==> src/rtl/pong_score_ctrl.sv <==
// Pong game-state and scoring controller: scores, round flash, game-over, paddle-hit highlights.
module pong_score_ctrl #(
  parameter int unsigned WIN_SCORE    = 9,
  parameter int unsigned FLASH_FRAMES = 30,
  parameter int unsigned HIT_FRAMES   = 8
) (
  input  logic       Clk,
  input  logic       Reset,
  input  logic       frame_clk,
  input  logic       goalL,
  input  logic       goalR,
  input  logic       hitP1,
  input  logic       hitP2,
  input  logic       start,
  output logic [3:0] scoreL,
  output logic [3:0] scoreR,
  output logic       paddle1Hit,
  output logic       paddle2Hit,
  output logic       nGame,
  output logic       eGame,
  output logic       ball_reset
);

  localparam int unsigned SCORE_W = 4;
  localparam int unsigned FLASH_W = 6;
  localparam int unsigned HIT_W   = 4;

  typedef enum logic [1:0] {
    PLAY  = 2'd0,
    FLASH = 2'd1,
    OVER  = 2'd2
  } state_t;

  state_t             state;
  state_t             state_nx;
  logic               frame_d;
  logic               tick;
  logic [FLASH_W-1:0] flash_cnt;
  logic [FLASH_W-1:0] flash_cnt_nx;
  logic [HIT_W-1:0]   hit1_cnt;
  logic [HIT_W-1:0]   hit1_cnt_nx;
  logic [HIT_W-1:0]   hit2_cnt;
  logic [HIT_W-1:0]   hit2_cnt_nx;
  logic [SCORE_W-1:0] score_l_nx;
  logic [SCORE_W-1:0] score_r_nx;
  logic               ball_reset_nx;
  logic               hits_clear;

  // Rising edge of the frame-rate level signal; frame_d resets high so a
  // frame_clk already high at reset release is not counted.
  assign tick = frame_clk & ~frame_d;

  // State register.
  always_ff @(posedge Clk) begin
    if (Reset) begin
      state <= PLAY;
    end else begin
      state <= state_nx;
    end
  end

  // Next state, score update, flash countdown and serve request.
  always_comb begin
    state_nx      = state;
    flash_cnt_nx  = flash_cnt;
    score_l_nx    = scoreL;
    score_r_nx    = scoreR;
    ball_reset_nx = 1'b0;
    unique case (state)
      PLAY: begin
        // Left goal has priority; a simultaneous right goal is dropped.
        if (goalL) begin
          if (scoreL < SCORE_W'(WIN_SCORE)) begin
            score_l_nx = scoreL + SCORE_W'(1);
          end
          if (score_l_nx == SCORE_W'(WIN_SCORE)) begin
            state_nx = OVER;
          end else begin
            state_nx     = FLASH;
            flash_cnt_nx = FLASH_W'(FLASH_FRAMES);
          end
        end else if (goalR) begin
          if (scoreR < SCORE_W'(WIN_SCORE)) begin
            score_r_nx = scoreR + SCORE_W'(1);
          end
          if (score_r_nx == SCORE_W'(WIN_SCORE)) begin
            state_nx = OVER;
          end else begin
            state_nx     = FLASH;
            flash_cnt_nx = FLASH_W'(FLASH_FRAMES);
          end
        end
      end
      FLASH: begin
        if (tick) begin
          if (flash_cnt <= FLASH_W'(1)) begin
            flash_cnt_nx  = '0;
            state_nx      = PLAY;
            ball_reset_nx = 1'b1;
          end else begin
            flash_cnt_nx = flash_cnt - FLASH_W'(1);
          end
        end
      end
      OVER: begin
        if (start) begin
          score_l_nx    = '0;
          score_r_nx    = '0;
          state_nx      = PLAY;
          ball_reset_nx = 1'b1;
        end
      end
      default: begin
        state_nx = PLAY;
      end
    endcase
  end

  // Paddle highlight counters: load on hit, count down on ticks, cleared in game-over.
  always_comb begin
    hits_clear  = (state == OVER) || (state_nx == OVER);
    hit1_cnt_nx = hit1_cnt;
    hit2_cnt_nx = hit2_cnt;
    if (hits_clear) begin
      hit1_cnt_nx = '0;
    end else if (hitP1) begin
      hit1_cnt_nx = HIT_W'(HIT_FRAMES);
    end else if (tick && (hit1_cnt != '0)) begin
      hit1_cnt_nx = hit1_cnt - HIT_W'(1);
    end
    if (hits_clear) begin
      hit2_cnt_nx = '0;
    end else if (hitP2) begin
      hit2_cnt_nx = HIT_W'(HIT_FRAMES);
    end else if (tick && (hit2_cnt != '0)) begin
      hit2_cnt_nx = hit2_cnt - HIT_W'(1);
    end
  end

  // Datapath and registered outputs.
  always_ff @(posedge Clk) begin
    if (Reset) begin
      frame_d    <= 1'b1;
      flash_cnt  <= '0;
      hit1_cnt   <= '0;
      hit2_cnt   <= '0;
      scoreL     <= '0;
      scoreR     <= '0;
      paddle1Hit <= 1'b0;
      paddle2Hit <= 1'b0;
      nGame      <= 1'b0;
      eGame      <= 1'b0;
      ball_reset <= 1'b0;
    end else begin
      frame_d    <= frame_clk;
      flash_cnt  <= flash_cnt_nx;
      hit1_cnt   <= hit1_cnt_nx;
      hit2_cnt   <= hit2_cnt_nx;
      scoreL     <= score_l_nx;
      scoreR     <= score_r_nx;
      paddle1Hit <= (hit1_cnt_nx != '0);
      paddle2Hit <= (hit2_cnt_nx != '0);
      nGame      <= (state_nx == FLASH);
      eGame      <= (state_nx == OVER);
      ball_reset <= ball_reset_nx;
    end
  end

endmodule

==> config.mk <==
export PLATFORM = sky130hd
export DESIGN_NAME = pong_score_ctrl
export DESIGN_NICKNAME = d
export VERILOG_FILES = /design/src/rtl/pong_score_ctrl.sv
export SDC_FILE = /design/constraint.sdc
export NUM_CORES = 1
export LEC_CHECK = 0
export BUFFER_PORTS_ARGS = -buffer_cell sky130_fd_sc_hd__buf_2
export CAP_MARGIN = 20
export CORE_UTILIZATION = 55
export CTS_CLUSTER_DIAMETER = 80
export DETAILED_ROUTE_END_ITERATION = 8
export GPL_TIMING_DRIVEN = 0
export PLACE_DENSITY = 0.76
export SETUP_SLACK_MARGIN = 0.05
export SLEW_MARGIN = 20
export SYNTH_ARGS = -nofsm -noshare
export SYNTH_HDL_FRONTEND = slang
export SYNTH_SLANG_ARGS = --single-unit
==> constraint.sdc <==
create_clock -name Clk -period 2.7 [get_ports Clk]
set_clock_uncertainty 0.05 [all_clocks]
set_input_delay 0.135 -clock Clk [delete_from_list [all_inputs] [get_ports Clk]]
set_output_delay 0.135 -clock Clk [all_outputs]
set_load 0.05 [all_outputs]
==> run_results.csv <==
group,metric,value,unit
finish,multiInputGateArea,1210,um^2
detailed_routing,drt-vias-per-instance,5.610,
global_routing,first_global_vias,1516,
finish,layout.area.seq,605.6,um^2
synthesis,synth_edf_count,0,
worst_setup_path,crit_buf_inv,1,
die,die-area,3666,um^2
sta,worst-slew-pin-transition,0.5414,ns
synthesis,post_synth_inst_count,226,
clocking,max-clock-path-buffers,2,
job,maxCapViolCount,0,
finish,insertedDiodeCount,0,
detailed_routing,drt_first_pass_iters,4,
sta,slew_violations,0,
die,die_width,60.55,um
worst_setup_path,critical_path.cell_chain,"inv_1 -> ha_1 -> o21ai_0 -> a21oi_1 -> a2111oi_1 -> or3b_1 -> or3_1 -> a21oi_1",
sta,final-hold-violation-count,0,
worst_setup_path,worst_path_dominant_cell_family,"simple AND/OR/NAND/NOR gates",
worst_setup_path,path_max_fanout,9,
die,die_h,60.55,um
sta,grt_setup_unrepaired,"no",
finish,post_route_cells_drive_above_1_share,17.97,%
worst_setup_path,slowest_stage,"sky130_fd_sc_hd__or3b_1",
finish,syn2layout_area_growth,12.74,%
worst_setup_path,critPathArrivalTime,2.66,ns
synthesis,avgSynthCellArea,8.343,um^2
sta,post_route_setup_tns,0,ns
worst_setup_path,rr_startpoint,"scoreR[0]",
finish,most-common-layout-cells,"26 x sky130_fd_sc_hd__dfxtp_1, 21 x sky130_fd_sc_hd__buf_2, 18 x sky130_fd_sc_hd__nor2_1, 17 x sky130_fd_sc_hd__nand2_1, 17 x sky130_fd_sc_hd__a21oi_1",
synthesis,synth_ff_type,"sky130_fd_sc_hd__dfxtp_1",
detailed_routing,antenna_violating_nets_post_route,0,
pwr,leakagePower,0.0008737,uW
clocking,clkLatencyLatePin,0.34,ns
place,place.gp.congestion,0.7991,
finish,nets,276,
synthesis,synth.yosys.warnings,0,
worst_hold_path,hold_class,"input pin to flop",
clocking,clock_sink_count,30,
clocking,clock_tree_root_driver_cell,"sky130_fd_sc_hd__clkbuf_4",
global_routing,grt_start_max_net_pins,11,
detailed_routing,route.detailed.wl_per_inst,12.63,um
synthesis,synth_sequential_area_ratio,31.85,%
global_routing,globalRouteTotalUtil,23.43,%
synthesis,postSynthRegisterBits,30,
place,io_buffer_count,20,
synthesis,post_synthesis_net_count,246,
sta,fmax,408.5,MHz
worst_setup_path,worstSetupStartpoint,"scoreR[0]",
sta,final.period_utilization,90.66,%
die,starting_utilization_of_the_core_area,59.80,%
global_routing,antenna_violations_before_repair,0,
pwr,max_rail_drop_vdd,0.3769,mV
worst_setup_path,worst-setup-path-type,"flop to flop",
worst_setup_path,critPathCaptureType,"flop",
global_routing,grt_first_pass_wirelength,6430,um
synthesis,asyncSetResetFlopFracSynth,0,%
worst_setup_path,critical_path.max_stage_delay,0.51,ns
outcome,run_status,"complete, no violations",
worst_setup_path,startpoint_type,"flop",
sta,max_slew_margin,63.91,%
die,design.portCount,21,
worst_hold_path,hold_path.startpoint,"hitP1",
finish,utilization,67.42,%
worst_setup_path,critPathRequiredTime,2.91,ns
sta,final.min_clock_period,2.448,ns
worst_setup_path,critical-path-top-cell-by-count,"sky130_fd_sc_hd__a21oi_1",
clocking,tritoncts_clock_tree,"done",
clocking,cts.clk_slew.worst_paths,0.10,ns
detailed_routing,drcViolationCount,0,
pwr,power-per-cell-area,461.2,nW/um^2
die,core_region_area,3153,um^2
synthesis,synth.distinct_cells,49,
place,dpl.hpwl,2847,um
sta,finalSetupViolCount,0,
synthesis,cell_area_after_synthesis,1886,um^2
finish,fill_cell_count,274,
global_routing,gr-total-overflow,0,
detailed_routing,finalWirelength,3790,um
pwr,post_layout_total_power,980.4,uW
detailed_routing,via_count,1683,
clocking,cts_inserted_buffers,5,
finish,layout.cells.most_common,"sky130_fd_sc_hd__dfxtp_1",
clocking,cts_max_level,2,
die,row_count,20,
detailed_routing,dr.first_iter.drc_count,98,
[synthesized netlist by cell type, types with 2 or more instances]
cell type | n | share of area, %
sky130_fd_sc_hd__dfxtp_1 | 30 | 32
sky130_fd_sc_hd__nor2_1 | 18 | 3.6
sky130_fd_sc_hd__a21oi_1 | 17 | 4.5
sky130_fd_sc_hd__nand2_1 | 17 | 3.4
sky130_fd_sc_hd__inv_1 | 15 | 3.0
sky130_fd_sc_hd__o21ai_0 | 15 | 4.0
sky130_fd_sc_hd__ha_1 | 12 | 8.0
sky130_fd_sc_hd__nand2b_1 | 12 | 4.0
sky130_fd_sc_hd__nor3_1 | 12 | 3.2
sky130_fd_sc_hd__nor2b_1 | 8 | 2.7
sky130_fd_sc_hd__a211oi_1 | 4 | 1.6
sky130_fd_sc_hd__nand4_1 | 4 | 1.3
sky130_fd_sc_hd__nor3b_1 | 4 | 1.6
sky130_fd_sc_hd__or2_2 | 4 | 1.3
sky130_fd_sc_hd__xnor2_1 | 4 | 1.9
sky130_fd_sc_hd__a32oi_1 | 3 | 1.4
sky130_fd_sc_hd__and3_1 | 3 | 1.0
sky130_fd_sc_hd__clkbuf_1 | 3 | 0.60
sky130_fd_sc_hd__mux2i_1 | 3 | 1.6
sky130_fd_sc_hd__or3_1 | 3 | 1.0
sky130_fd_sc_hd__a2111oi_2 | 2 | 1.6
sky130_fd_sc_hd__a2111oi_4 | 2 | 2.9
sky130_fd_sc_hd__nor4_1 | 2 | 0.66
sky130_fd_sc_hd__nor4b_1 | 2 | 0.93
sky130_fd_sc_hd__o21bai_1 | 2 | 0.80
sky130_fd_sc_hd__or4_1 | 2 | 0.80
[worst register-to-register path, stage by stage (launching register included)]
cell and delay [ns]:
sky130_fd_sc_hd__dfxtp_2 0.41, sky130_fd_sc_hd__inv_1 0.08, sky130_fd_sc_hd__ha_1 0.32, sky130_fd_sc_hd__o21ai_0 0.08, sky130_fd_sc_hd__a21oi_1 0.27, sky130_fd_sc_hd__a2111oi_1 0.12, sky130_fd_sc_hd__or3b_1 0.51, sky130_fd_sc_hd__or3_1 0.41
sky130_fd_sc_hd__a21oi_1 0.14
[where the power goes]
part / leakage, uW / internal, uW / switching [uW]
sequential: 0.000247 / 469 / 25.1
clock: 0.0000308 / 93.3 / 151
combinational: 0.000596 / 90.5 / 152
[through the flow]
stage / cell area, um^2 / std cells / hold WS, ns / setup slack (ns)
finish: 2126 / 300 / 0.04937 / 0.2521
global placement: 2046 / 290 / 0.2978 / 0.07520
detailed placement: 2046 / 290 / 0.3136 / 0.04414
CTS: 2128 / 301 / 0.05102 / 0.1950
floorplan: 1891 / 226 / 0.1610 / 0.1118
global route: 2126 / 300 / 0.03428 / 0.1218
[path summary, 6_finish.rpt]
path,endpoint,slack [ns],cells past startpoint
hold / removal,hit1_cnt[3],0.05,3
hold reg to reg,flash_cnt[5],0.46,2
setup / recovery,flash_cnt[5],0.25,8
setup reg to reg,flash_cnt[5],0.25,8
[registers in the layout, indices dropped and copies added, names as in the netlist]
name and flops:
hit2_cnt 4, scoreR 4, state 2, flash_cnt 6, eGame 1, ball_reset 1
nGame 1, frame_d 1, hit1_cnt 4, paddle2Hit 1, scoreL 4, paddle1Hit 1
[what timing repair did]
action                     4_1_cts  5_1_grt
setup endpoints to repair        5        5
resized for setup                0        1
gates cloned                     0        0
pin swaps                        1        0
hold endpoints to repair         2        0
buffers inserted                 2        0
hold buffers                     2        0
[cells by family after synthesis]
group	after synthesis	synth area share, %
compound gates	57	22.10
buf+inv	20	4.047
simple gates	99	30.13
xor+xnor	5	2.322
mux	3	1.593
flops	30	31.85
fa+ha+maj	12	7.963
[area by class of cell]
cell class | count | area share [%]
flip-flops and latches | 30 | 28.49
plain buffers | 4 | 0.7652
clock inverters | 2 | 0.4709
well taps | 44 | 2.590
inverters | 15 | 2.649
clock buffers | 5 | 1.766
multi-input cells | 176 | 56.92
repair buffers | 24 | 6.357
[per-layer routing]
metal  GRT usage, %  up-vias  wire length, um
li1               -      880                -
met1          31.50      770             1932
met2          36.73       28             1672
met3          8.529        5              157
met4          3.896        0               28
met5              0        -                0
Note: power is estimated with default switching activity, not from simulation.
